$ cat src/rtl/cpu_ctrl_pkg.sv
// Shared control-word definitions for blocks that decode control_signal.
// Holds the bit index of every PC-related control bit and the default
// control word width.
package cpu_ctrl_pkg;

  localparam int CTRL_W_DEFAULT = 32;

  // Bit positions carried over from the original 8-bit PC.
  localparam int CTRL_PC_TO_MBR = 1;
  localparam int CTRL_PC_TO_MAR = 2;
  localparam int CTRL_MBR_TO_PC = 3;
  localparam int CTRL_PC_INC    = 20;

  // Bit positions added for branch, call/return and error clearing.
  localparam int CTRL_PC_BR     = 21;
  localparam int CTRL_PC_CALL   = 22;
  localparam int CTRL_PC_RET    = 23;
  localparam int CTRL_PC_ERRCLR = 24;

endpackage

$ cat src/rtl/pc_stack_unit_ret_stack.sv
// ret_stack: LIFO of return addresses, built as a register array plus an
// entry count. The top entry sits at index count-1. A push while full and
// a pop while empty are both ignored.
// Ports:
//   clk, rst  : clock and synchronous active-high reset (empties the stack)
//   push, din : write din as the new top entry
//   pop       : discard the top entry
//   dout      : current top entry (don't-care while empty)
//   empty     : count == 0
//   full      : count == DEPTH
module ret_stack #(
  parameter int DEPTH = 4,
  parameter int W     = 8
) (
  input  logic         clk,
  input  logic         rst,
  input  logic         push,
  input  logic         pop,
  input  logic [W-1:0] din,
  output logic [W-1:0] dout,
  output logic         empty,
  output logic         full
);

  localparam int PW = $clog2(DEPTH);
  localparam int CW = PW + 1;

  logic [CW-1:0]             r_cnt;
  logic [DEPTH-1:0][W-1:0]   r_mem;
  logic [PW-1:0]             w_top;
  logic [PW-1:0]             w_wr;
  logic                      w_push;
  logic                      w_pop;

  // count-1 wraps harmlessly when empty; dout is unused in that case.
  assign w_top  = PW'(r_cnt - CW'(1));
  assign w_wr   = PW'(r_cnt);
  assign empty  = (r_cnt == '0);
  assign full   = (r_cnt == CW'(DEPTH));
  assign dout   = r_mem[w_top];
  assign w_push = push && !full;
  assign w_pop  = pop && !empty && !w_push;

  always_ff @(posedge clk) begin
    if (rst) begin
      r_cnt <= '0;
    end else if (w_push) begin
      r_cnt <= r_cnt + CW'(1);
    end else if (w_pop) begin
      r_cnt <= r_cnt - CW'(1);
    end
  end

  // Contents need no reset; only the count defines validity.
  always_ff @(posedge clk) begin
    if (!rst && w_push) r_mem[w_wr] <= din;
  end

endmodule

$ cat src/rtl/pc_stack_unit.sv
// pc_stack_unit: program counter with relative branch, call/return through
// a hardware return-address stack, stall qualification and sticky stack
// error flags.
// Ports:
//   clk, rst        : clock, synchronous active-high reset
//   control_signal  : control word (bits decoded via cpu_ctrl_pkg)
//   data_from_mbr   : absolute target for load and call
//   branch_offset   : two's-complement relative branch offset
//   stall           : blocks PC and stack updates (not MBR/MAR copies or clear)
//   data_to_mbr/mar : registered copies of the pre-update PC
//   pc_value        : current PC
//   stack_empty/full: decoded from the stack count
//   stack_ovf/unf   : sticky call-while-full / return-while-empty flags
module pc_stack_unit
  import cpu_ctrl_pkg::*;
#(
  parameter int              ADDR_W      = 8,
  parameter int              CTRL_W      = CTRL_W_DEFAULT,
  parameter int              STACK_DEPTH = 4,
  parameter logic [ADDR_W-1:0] RESET_ADDR = '0,
  parameter int              INC_STEP    = 1
) (
  input  logic              clk,
  input  logic              rst,
  input  logic [CTRL_W-1:0] control_signal,
  input  logic [ADDR_W-1:0] data_from_mbr,
  input  logic [ADDR_W-1:0] branch_offset,
  input  logic              stall,
  output logic [ADDR_W-1:0] data_to_mbr,
  output logic [ADDR_W-1:0] data_to_mar,
  output logic [ADDR_W-1:0] pc_value,
  output logic              stack_empty,
  output logic              stack_full,
  output logic              stack_ovf,
  output logic              stack_unf
);

  logic [ADDR_W-1:0] r_pc;
  logic [ADDR_W-1:0] r_mbr;
  logic [ADDR_W-1:0] r_mar;
  logic              r_ovf;
  logic              r_unf;

  logic              w_ret, w_call, w_load, w_br, w_inc, w_clr;
  logic              w_push, w_pop, w_ovf_set, w_unf_set;
  logic [ADDR_W-1:0] w_pc_inc;
  logic [ADDR_W-1:0] w_pc_nxt;
  logic [ADDR_W-1:0] w_top;
  logic              w_empty, w_full;

  // Qualify the PC-affecting bits with stall up front so the priority
  // chain below only has to deal with live requests.
  assign w_ret  = !stall && control_signal[CTRL_PC_RET];
  assign w_call = !stall && control_signal[CTRL_PC_CALL];
  assign w_load = !stall && control_signal[CTRL_MBR_TO_PC];
  assign w_br   = !stall && control_signal[CTRL_PC_BR];
  assign w_inc  = !stall && control_signal[CTRL_PC_INC];
  assign w_clr  = control_signal[CTRL_PC_ERRCLR];

  assign w_pc_inc  = r_pc + ADDR_W'(INC_STEP);
  assign w_pop     = w_ret && !w_empty;
  assign w_unf_set = w_ret && w_empty;
  assign w_push    = !w_ret && w_call && !w_full;
  assign w_ovf_set = !w_ret && w_call && w_full;

  // Priority: return > call > load > branch > increment. The offset is
  // the same width as the PC, so a plain add is the sign-extended add
  // modulo 2^ADDR_W.
  always_comb begin
    w_pc_nxt = r_pc;
    if (w_ret) begin
      if (!w_empty) w_pc_nxt = w_top;
    end else if (w_call || w_load) begin
      w_pc_nxt = data_from_mbr;
    end else if (w_br) begin
      w_pc_nxt = r_pc + branch_offset;
    end else if (w_inc) begin
      w_pc_nxt = w_pc_inc;
    end
  end

  ret_stack #(
    .DEPTH (STACK_DEPTH),
    .W     (ADDR_W)
  ) u_stack (
    .clk   (clk),
    .rst   (rst),
    .push  (w_push),
    .pop   (w_pop),
    .din   (w_pc_inc),
    .dout  (w_top),
    .empty (w_empty),
    .full  (w_full)
  );

  always_ff @(posedge clk) begin
    if (rst) begin
      r_pc  <= RESET_ADDR;
      r_mbr <= '0;
      r_mar <= '0;
      r_ovf <= 1'b0;
      r_unf <= 1'b0;
    end else begin
      r_pc <= w_pc_nxt;
      if (control_signal[CTRL_PC_TO_MBR]) r_mbr <= r_pc;
      if (control_signal[CTRL_PC_TO_MAR]) r_mar <= r_pc;
      // A new error in the same cycle as a clear leaves the flag set.
      if (w_ovf_set)  r_ovf <= 1'b1;
      else if (w_clr) r_ovf <= 1'b0;
      if (w_unf_set)  r_unf <= 1'b1;
      else if (w_clr) r_unf <= 1'b0;
    end
  end

  assign pc_value    = r_pc;
  assign data_to_mbr = r_mbr;
  assign data_to_mar = r_mar;
  assign stack_empty = w_empty;
  assign stack_full  = w_full;
  assign stack_ovf   = r_ovf;
  assign stack_unf   = r_unf;

endmodule

$ cat config.mk
export PLATFORM = sky130hd
export DESIGN_NAME = pc_stack_unit
export DESIGN_NICKNAME = d
export VERILOG_FILES = /design/src/rtl/cpu_ctrl_pkg.sv /design/src/rtl/pc_stack_unit_ret_stack.sv /design/src/rtl/pc_stack_unit.sv
export SDC_FILE = /design/constraint.sdc
export NUM_CORES = 1
export LEC_CHECK = 0
export CAP_MARGIN = 20
export CORE_MARGIN = 3
export CORE_UTILIZATION = 30
export CTS_BUF_LIST = sky130_fd_sc_hd__clkbuf_2 sky130_fd_sc_hd__clkbuf_4 sky130_fd_sc_hd__clkbuf_8
export DETAILED_ROUTE_END_ITERATION = 6
export PLACE_DENSITY = 0.55
export SETUP_SLACK_MARGIN = 0.05
export SYNTH_ARGS = -nofsm -noshare
export SYNTH_HDL_FRONTEND = slang
export SYNTH_SLANG_ARGS = --single-unit
$ cat constraint.sdc
create_clock -name clk -period 3 [get_ports clk]
set_clock_uncertainty 0.1 [all_clocks]
set_input_delay 0.6 -clock clk [delete_from_list [all_inputs] [get_ports clk]]
set_output_delay 0.6 -clock clk [all_outputs]
set_load 0.005 [all_outputs]
# == After elaboration in Yosys (flattened, before gate mapping) ==
# Cells that the tools add are included.
# totals
regBits,61
in_bits,51
out_inout_bits,28
elab_cells,62
# classes
addsub,4
n_lt_le_gt_ge,3
eq_ne,2
mux,15
reduce_logical,28
# op_table
operator,count
$mux W8,7
$bwmux W32,1
$bmux W8 S2,1
$demux W8 S2,1
$logic_and A1 B1 Y1,15
$add A8 B1 Y8 const B,1
$add A8 B8 Y8,1
$logic_not A1 Y1,6
$lt A2 B3 Y1 const B,2
$mux W3,2
$reduce_bool A2 Y1,3
$reduce_bool A4 Y1,1
$add A3 B1 Y3 const B,1
$eq A3 B3 Y1 const B,1
$logic_not A3 Y1,1
$mux W1,3
$sub A3 B1 Y3 const B,1
$ge A2 B1 Y1 const B,1
$ne A2 B2 Y1 const B,1
$reduce_and A2 Y1,1
$logic_or A1 B1 Y1,1

# == Depth between registers and ports, before layout ==
# Gate-level depths: netlist of the first run.
# depth
word_depth,10
depth_mapped,9
ltp_nobuf,8

# == Hierarchy ==
# A second synthesis of the first run with hierarchy kept.
# hier_totals
hier_cells,297
area_unflattened_um2,3245.6
# modules_own_cells
mod,instances,cells_each,area_each_um2,seq_area_each_um2
pc_stack_unit,1,214,1764.2,520.5
ret_stack,1,83,1481.4,1021.0

# == Worst setup path after synthesis of the first run ==
# No wires, ideal clock.
# synth_timing
path_kind,register -> register
start,reg u_stack.r_cnt[0]
end,reg u_stack.r_mem[0] (netlist name) (enable)
setup_ns,0.332
arrival_ns,2.106
required_ns,2.568
path_slack_ns,0.462
stages_incl_launch_ff,8
path_buffers,1
period_less_slack_ns,2.538
path_cell_list,dfxtp_1 buf_4 inv_1 ha_1 ha_1 nor4b_1 nor2b_1 and2_1
# synth_via
elab_chain_cells,5
# synth_rtl
item,line_no,source
start: declaration,pc_stack_unit_ret_stack.sv:28,logic [CW-1:0] r_cnt;
start signal: assignment,pc_stack_unit_ret_stack.sv:48,r_cnt <= r_cnt + CW'(1);
start signal: assignment,pc_stack_unit_ret_stack.sv:50,r_cnt <= r_cnt - CW'(1);
$eq A3 B3 Y1 (*),pc_stack_unit_ret_stack.sv:39,assign full = (r_cnt == CW'(DEPTH));
via stack_full,pc_stack_unit.sv:33,"output logic stack_full,"
$logic_not A1 Y1 (*),"pc_stack_unit_ret_stack.sv:41, pc_stack_unit.sv:63",
$logic_and A1 B1 Y1,pc_stack_unit.sv:63,assign w_push = !w_ret && w_call && !w_full;
$logic_and A1 B1 Y1 (*),pc_stack_unit_ret_stack.sv:41,assign w_push = push && !full;
$logic_and A1 B1 Y1 (*),pc_stack_unit_ret_stack.sv:56,if (!rst && w_push) r_mem[w_wr] <= din;
end signal: indexed assignment,pc_stack_unit_ret_stack.sv:56,
end: declaration,pc_stack_unit_ret_stack.sv:29,logic [DEPTH-1:0][W-1:0] r_mem;
# The timed path passes the listed nets; every way through them passes the cells marked *.
# A chain may end at the register's enable or synchronous reset.

# == Worst setup path in the final report of the first run ==
# layout_timing
start,reg u_stack.r_cnt[0]
end,out stack_empty
# layout_via
elab_chain_cells,1
# layout_rtl
item,line_no,source
$logic_not A3 Y1,pc_stack_unit_ret_stack.sv:38,assign empty = (r_cnt == '0);
end: declaration,pc_stack_unit.sv:32,"output logic stack_empty,"
# Every way passes these cells.

==> flow_metrics.tcl, run 1 <==
set metrics [dict create \
    ys_types 52 \
    crit_end "stack_empty" \
    hpwlAfterDp_mm 5.49 \
    synth_cells 261 \
    grt_pass1_wl_mm 12.2 \
    nets 392 \
    placed_area_um2 3770 \
    worstSetupPathType "flip-flop to primary output" \
    cts_tree "yes" \
    ys_ff_latch 61 \
    min_path_type "flip-flop to flip-flop" \
    cts_post_setup_buffers_inserted 0 \
    vias 2233 \
    outcome "finished clean" \
    tightestPinTransition_ns 0.644 \
    area_growth_pct 29.7 \
    coreArea_um2 9820 \
    hold_viol_final 0 \
    r2r_slack_ns 0.58 \
    synth_area_leaders "edfxtp_1 (32%), dfxtp_1 (19%), mux4_2 (5.9%)" \
    cts_made_buffers 9 \
    slew_violations 0 \
    antenna_found_initial 0 \
    clkLatencyLatePin_ns 0.34 \
    final_common_cell "clkdlybuf4s50_1" \
    clockRootBuffer "clkbuf_8" \
    rows 36 \
    die_area_um2 11400 \
    async_flop_share 0 \
    path_clk_slew_ns 0.07 \
    ant_nets 0 \
    cp-end-kind "primary output" \
    htree_num_levels 3 \
    die_y_um 107 \
    drt-total-wl_mm 7.52 \
    ys_seq_area_frac 0.505 \
    r2r-start "u_stack.r_cnt[1]" \
    wire_per_inst_um 16.2 \
    synth_top_cell_by_area "edfxtp_1" \
    synth_ff_type "edfxtp_1" \
    yosys_warnings 0 \
    period_share 0.840 \
    setup_viol 0 \
    critPathLaunchType "flip-flop" \
    synth_edf_count 32 \
    holdWs_ns 0.390 \
    start_util 0.311 \
    p_leak_nw 1.46 \
    avgSynthCellArea_um2 11.7 \
    stdcell_area_um2 3960 \
    boundaryPins 79 \
    clock_path_buffers 2 \
    diodes 0 \
    grt.overflow.total 0 \
    netlist.area_leader.share 0.315 \
    drtPass1Iterations 4 \
    place.gp.congestion 0.761 \
    numPortBuffers 54 \
    arrival_ns 1.82 \
    drt-vias-per-instance 4.81 \
    cp.required_ns 2.30 \
    grt_usage 0.140 \
    grt_max_degree 32 \
    crit_start "u_stack.r_cnt[0]" \
    ir_drop_mv 0.218 \
    path_max_fanout 6 \
    drtIter0Drc 143 \
    syn-cell-area_um2 3050 \
    reg2reg_depth 8 \
    layout-drive-gt1-share 0.133 \
    holdBufCountCts 0 \
    post_cts_resized 0 \
    drc 0 \
    worst_slew_margin_rel 0.566 \
    rsz0062_at_grt "no" \
    timing.rr.end "pc_value[7]" \
    pwr_density_cell_nw_per_um2 529 \
    max_freq_mhz 397 \
    grt_pass1_vias 2354 \
    cts_sinks 61 \
    final_util 0.403 \
    cap_violations 0 \
    period_needed_ns 2.52 \
    final_cell_mix "clkdlybuf4s50_1 (54), nor2_1 (36), edfxtp_1 (32)" \
    syn-num-nets 327 \
    fin_tns_setup_ns 0 \
    die_w_um 107 \
]
## Yosys cell counts, types with 2 or more instances
master	instances
nor2_1	36
edfxtp_1	32
dfxtp_1	29
mux2i_1	17
ha_1	14
inv_1	12
a21oi_1	9
mux4_2	8
nand2_1	8
a311oi_1	5
nand3_1	5
nor3_1	5
o21ai_0	5
o22ai_1	5
xnor2_1	5
xor2_1	5
and2_1	4
clkbuf_1	4
nand3b_1	4
o21a_1	3
o41ai_1	3
a221oi_2	2
a22oi_1	2
and3_1	2
buf_4	2
buf_6	2
clkbuf_2	2
nand2b_1	2
nand4_1	2
nor2b_1	2
nor4b_1	2
o221ai_1	2
or3_1	2
## per-layer routing
metal / routed length, um / track usage
met1: 3440 / 0.182
met2: 3650 / 0.223
met3: 287 / 0.0265
met4: 138 / 0.0676
met5: 0 / 0
## worst min-delay path by stage
| stage | end | cells after the start | from | slack (ns) |
|---|---|---|---|---|
| 6_report | data_to_mar[6] | 2 | data_to_mar[6] | 0.39 |
| 3_5_place_dp | data_to_mar[7] | 2 | data_to_mar[7] | 0.38 |
| 2_1_floorplan | stack_ovf | 2 | stack_ovf | 0.38 |
| 4_1_cts | data_to_mar[6] | 2 | data_to_mar[6] | 0.40 |
| 3_3_place_gp | data_to_mbr[3] | 2 | data_to_mbr[3] | 0.38 |
| 5_1_grt | data_to_mbr[3] | 2 | data_to_mbr[3] | 0.43 |
## layout make-up
cell class / instances / area [um^2]
Sequential cell: 61 / 1540
Clock buffer: 11 / 139
Inverter: 12 / 45.0
Tap cell: 133 / 166
Multi-Input combinational cell: 176 / 1380
Fill cell: 1027 / 5860
Timing Repair Buffer: 66 / 631
Clock inverter: 5 / 51.3
## cell families after synthesis
logic type | after synthesis | share of synthesized area
simple gates | 79 | 0.128
mux | 25 | 0.115
xor+xnor | 10 | 0.0287
flops | 61 | 0.505
fa+ha+maj | 15 | 0.0640
compound gates | 47 | 0.118
buf+inv | 24 | 0.0414
## stage by stage
stage / power [mW] / worst slack [ns] / instances
global placement: 1.39 / 0.222 / 448
detailed placement: 1.39 / 0.202 / 448
floorplan: 1.22 / 0.462 / 261
CTS: 2.12 / 0.457 / 464
global route: 2.20 / 0.331 / 464
finish: 2.09 / 0.481 / 464
## registers in the layout (all words and copies together), names as in the netlist
register and cells:
data_to_mbr 8, stack_ovf 1, data_to_mar 8, stack_unf 1, pc_value 8, u_stack.r_cnt 3, u_stack.r_mem 32
## power by group
part	internal [mW]	switching (mW)	leakage, nW
clock	0.397	0.324	0.0976
combinational	0.212	0.207	0.835
sequential	0.919	0.0340	0.528
## worst max-delay path: stages (launching register included)
cell and delay (ns):
dfxtp_1 0.31, inv_1 0.11, ha_1 0.21, ha_1 0.30, clkdlybuf4s50_1 0.54
Note: power is estimated with default switching activity, not from simulation.
==> run 2: changes to the inputs <==
- PLACE_DENSITY: 0.55 -> 0.57
- clock period: 3 -> 2.1 ns (I/O delays scaled with it)
==> run 2 against run 1 <==
Final cell count rose by 8.2%. Register-to-register slack lost 0.46 ns. Clock power grew 33%. Worst hold slack improved by 0.0074 ns. Critical endpoint is now u_stack.r_mem[21].
==> flow_metrics.tcl, run 2 (synthesized netlist as in run 1, its figures left out) <==
set metrics [dict create \
    drt-vias-per-instance 4.82 \
    drtPass1Iterations 4 \
    cap_violations 0 \
    holdBufCountCts 0 \
    clkLatencyLatePin_ns 0.34 \
    crit_slowest_cell "dfxtp_2" \
    cts_tree "yes" \
    critPathLaunchType "flip-flop" \
    die_y_um 107 \
    p_seq_frac 0.434 \
    dp_cells 486 \
    path_clk_slew_ns 0.06 \
    p_sw_frac 0.267 \
    final_cells 502 \
    vias 2420 \
    place.gp.congestion 0.811 \
    max_freq_mhz 505 \
    r2r-start "u_stack.r_cnt[1]" \
    start_util 0.311 \
    largest_register_ffs 32 \
    final_common_cell "clkdlybuf4s50_1" \
    ant_nets 0 \
    rows 36 \
    regMostFlops "u_stack.r_mem" \
    wire_per_inst_um 16.0 \
    area_growth_pct 43.3 \
    p_int_mw 2.27 \
    cp-end-kind "flip-flop" \
    nets 430 \
    stdcell_area_um2 4370 \
    drc 0 \
    critPathMaxStageDelay_ns 0.33 \
    cpLargestDelayFamily "simple AND/OR/NAND/NOR gates" \
    placed_area_um2 4120 \
    clockRootBuffer "clkbuf_8" \
    cts_made_buffers 9 \
    period_needed_ns 1.98 \
    cp.required_ns 2.03 \
    antenna_found_initial 0 \
    arrival_ns 1.91 \
    tightestPinTransition_ns 0.483 \
    boundaryPins 79 \
    layout-drive-gt1-share 0.301 \
    outcome "finished clean" \
    clock_path_buffers 2 \
    p_clk_frac 0.308 \
    drtIter0Drc 71 \
    fin_tns_setup_ns 0 \
    numPortBuffers 54 \
    die_area_um2 11400 \
    die_w_um 107 \
    cts_post_setup_buffers_inserted 0 \
    grt_pass1_vias 2508 \
    critPathMostFrequentCell "ha_4" \
    worst_slew_margin_rel 0.677 \
    holdCritStartpoint "data_to_mar[7]" \
    grt_max_degree 27 \
    cts_sinks 61 \
    worstSetupPathType "flip-flop to flip-flop" \
    hold_viol_final 0 \
    path_buf_inv 2 \
    diodes 0 \
    htree_num_levels 3 \
    p_leak_nw 1.71 \
    grt_pass1_wl_mm 13.1 \
    grt_usage 0.151 \
    slew_violations 0 \
    hpwlAfterDp_mm 5.87 \
    coreArea_um2 9820 \
    setup_viol 0 \
    path_cells "inv_2 > ha_4 > buf_6 > ha_4 > nor4b_4 > nor2b_4 > and2_4" \
    path_max_fanout 8 \
    switchingPower_mw 0.828 \
    p_comb_frac 0.258 \
    final_cell_mix "clkdlybuf4s50_1 (50), buf_4 (48), nor2_1 (36)" \
    crit_start "u_stack.r_cnt[1]" \
    min_path_type "flip-flop to flip-flop" \
    ir_drop_mv 0.325 \
    rsz0062_at_grt "no" \
    drt-total-wl_mm 8.04 \
    period_share 0.944 \
    grt.overflow.total 0 \
    pwr_density_cell_nw_per_um2 709 \
]
## run 2: cell count changes in the layout (fill, tap and decap cells not counted), moves of 4 or more
cell             previous run  this run
inv_2                       0         4
dfxtp_2                     0         5
inv_1                      12         8
buf_4                      12        48
clkdlybuf4s50_1            54        50
and2_4                      0         4
ha_1                       14        10
dfxtp_1                    29        24
and2_1                      4         0
## run 2: tightest hold or removal path, stage by stage, from the launching register on
cell     delay (ns)
dfxtp_1        0.33
mux2i_1        0.06
nor2_1         0.07
## run 2: through the flow
stage	hold WS (ns)	total power, mW	util	setup WS (ns)
2_1_floorplan	0.376	1.77	-	0.0544
3_3_place_gp	0.372	2.13	0.419	-0.471
3_5_place_dp	0.385	2.13	0.419	-0.520
4_1_cts	0.404	3.13	0.441	0.0558
5_1_grt	0.428	3.27	0.445	0.0431
6_report	0.397	3.10	0.445	0.118
## run 2: path summary, 6_finish.rpt
path              slack (ns)                end  cells after the start
setup / recovery        0.12  u_stack.r_mem[21]                      7
setup reg to reg        0.12  u_stack.r_mem[21]                      7
hold reg to reg         0.40     data_to_mar[7]                      2
hold / removal          0.40     data_to_mar[7]                      2
## run 2: area by class of cell
class                   instances  area [um^2]
fillers                       976         5450
flip-flops and latches         61         1550
multi-input cells             176         1500
repair buffers                104          931
clock buffers                  14          174
well taps                     133          166
inverters                      12         45.0
clock inverters                 2         10.0
## run 2: repair_timing
item                       4_1_cts  5_1_grt
hold endpoints to repair         0        0
setup endpoints to repair       37       37
gates resized for setup         13       14
pin swaps                        6       10
## run 2: power groups by stage
stage | Clock (mW) | Combinational, mW | Sequential [mW]
6_report | 0.956 | 0.798 | 1.34
5_1_grt | 1.04 | 0.871 | 1.35
3_3_place_gp | 0 | 0.762 | 1.37
2_1_floorplan | 0 | 0.384 | 1.38
3_5_place_dp | 0 | 0.766 | 1.37
4_1_cts | 0.991 | 0.791 | 1.34
## run 2: routing by layer
layer / GRT usage / wire, um / part of all wire
met1: 0.204 / 3800 / 0.47
met2: 0.227 / 3660 / 0.46
met3: 0.0554 / 463 / 0.058
met4: 0.0438 / 108 / 0.013
met5: 0 / 0 / 0
==> run 3: changes to the inputs <==
- CORE_UTILIZATION: 30 -> 35
- PLACE_DENSITY: 0.57 -> 0.64
- TNS_END_PERCENT: not set -> 1
==> run 3 against run 2 <==
Global-route usage rose by 1.4 points. Power rose by 2.3%. Register-to-register slack barely moved. Worst hold slack got worse by 0.0053 ns. Final area fell by 1.6%. Final cell count fell by 6.8%. Count of clock-buffer cells in the layout fell by 2.
==> flow_metrics.tcl, run 3 (synthesized netlist as in run 1, its figures left out) <==
set metrics [dict create \
    setup_slack_ns 0.0811 \
    crit_end "pc_value[5]" \
    die_w_um 99.4 \
    worst_slew_margin_rel 0.685 \
    grt_pass1_wl_mm 12.7 \
    regMostFlops "u_stack.r_mem" \
    rsz0062_at_grt "yes" \
    path_max_fanout 6 \
    grt.overflow.total 0 \
    largest_register_ffs 32 \
    cts_made_buffers 9 \
    clock_path_buffers 2 \
    worstSetupPathType "flip-flop to primary output" \
    grt_max_degree 17 \
    path_clk_slew_ns 0.08 \
    worstHoldPathCells 2 \
    die_area_um2 9870 \
    clkLatencyLatePin_ns 0.34 \
    cts_sinks 61 \
    setup_viol 0 \
    drtIter0Drc 126 \
    min_path_type "flip-flop to flip-flop" \
    ant_nets 0 \
    timing.rr.end "pc_value[6]" \
    holdWs_ns 0.392 \
    drtPass1Iterations 4 \
    outcome "finished clean" \
    critPathLaunchType "flip-flop" \
    arrival_ns 1.50 \
    cap_violations 0 \
    dp_slack_ns -0.480 \
    period_needed_ns 2.02 \
    rows 33 \
    numPortBuffers 54 \
    cp-end-kind "primary output" \
    cp.required_ns 1.58 \
    start_util 0.366 \
    hold_viol_final 0 \
    r2r-start "pc_value[0]" \
    drc 0 \
    final_common_cell "clkdlybuf4s50_1" \
    grt_usage 0.165 \
    holdCritStartpoint "stack_ovf" \
    period_share 0.961 \
    final_cell_mix "clkdlybuf4s50_1 (50), buf_4 (43), nor2_1 (35)" \
    drt-vias-per-instance 5.16 \
    r2r_slack_ns 0.12 \
    diodes 0 \
    final_cells 468 \
    htree_num_levels 3 \
    wire_per_inst_um 16.9 \
    drt-total-wl_mm 7.91 \
    vias 2417 \
    area_growth_pct 41.1 \
    die_y_um 99.4 \
    ir_drop_mv 0.392 \
    pwr_density_cell_nw_per_um2 737 \
    cts_tree "yes" \
    dp_cells 450 \
    p_leak_nw 1.68 \
    layout-drive-gt1-share 0.284 \
    place.gp.congestion 0.839 \
    boundaryPins 79 \
    crit_start "pc_value[5]" \
    reg2reg_depth 8 \
    nets 424 \
    clockRootBuffer "clkbuf_8" \
    antenna_found_initial 0 \
    hpwlAfterDp_mm 5.76 \
    max_freq_mhz 495 \
    coreArea_um2 8340 \
    slew_violations 0 \
    grt_pass1_vias 2497 \
    tightestPinTransition_ns 0.471 \
]
run 3: cell types whose count changed in the layout (fill, tap and decap cells not counted), moves of 2 or more:
cell,previous run,this run
o21ai_1,3,0
dfxtp_1,24,26
o21ai_0,2,5
dfxtp_2,5,3
buf_4,48,43
run 3: per-stage QoR:
| step | utilization | power, mW | area [um^2] | TNS [ns] |
|---|---|---|---|---|
| 6_report | 0.516 | 3.17 | 4300 | 0 |
| 3_3_place_gp | 0.482 | 2.09 | 4020 | -3.81 |
| 3_5_place_dp | 0.482 | 2.10 | 4020 | -3.89 |
| 5_1_grt | 0.516 | 3.32 | 4300 | 0 |
| 4_1_cts | 0.510 | 3.19 | 4250 | -0.0683 |
| 2_1_floorplan | - | 1.77 | 3110 | 0 |
run 3: final cells by class:
cell class                 instances  area [um^2]
multi-input combinational        176         1500
clock inverter                     4         47.5
timing repair buffer              98          886
clock buffer                      12          153
tap                              105          131
fill                             753         4040
inverter                          12         45.0
sequential                        61         1550
run 3: critical path, cell delays in order, from the launching register on:
cell             delay, ns
dfxtp_1               0.47
buf_4                 0.19
clkdlybuf4s50_1       0.51
run 3: how the worst min path moves through the flow:
stage	slack, ns	to
after detailed placement	0.38	stack_ovf
after CTS	0.40	data_to_mar[0]
after floorplan	0.38	stack_ovf
after global routing	0.42	data_to_mar[7]
final	0.39	stack_ovf
after global placement	0.37	stack_ovf
run 3: metal layers:
layer / vias to the layer above / GRT usage / part of all wire
li1: 1166 / - / -
met4: 0 / 0.0410 / 0.012
met5: - / 0 / 0
met2: 74 / 0.260 / 0.47
met3: 11 / 0.0554 / 0.069
met1: 1166 / 0.221 / 0.45
run 3: where the power goes:
group	switching, mW	internal (mW)	leakage, nW	total (mW)
registers	0.0345	1.32	0.529	1.35
clock network	0.458	0.603	0.103	1.06
logic	0.355	0.403	1.05	0.758
run 3: what timing repair did:
action	4_1_cts	5_1_grt
gates resized for setup	7	13
pin swaps	2	11
hold buffers	0	0
setup buffers	2	0
endpoints found under the setup margin	6	40
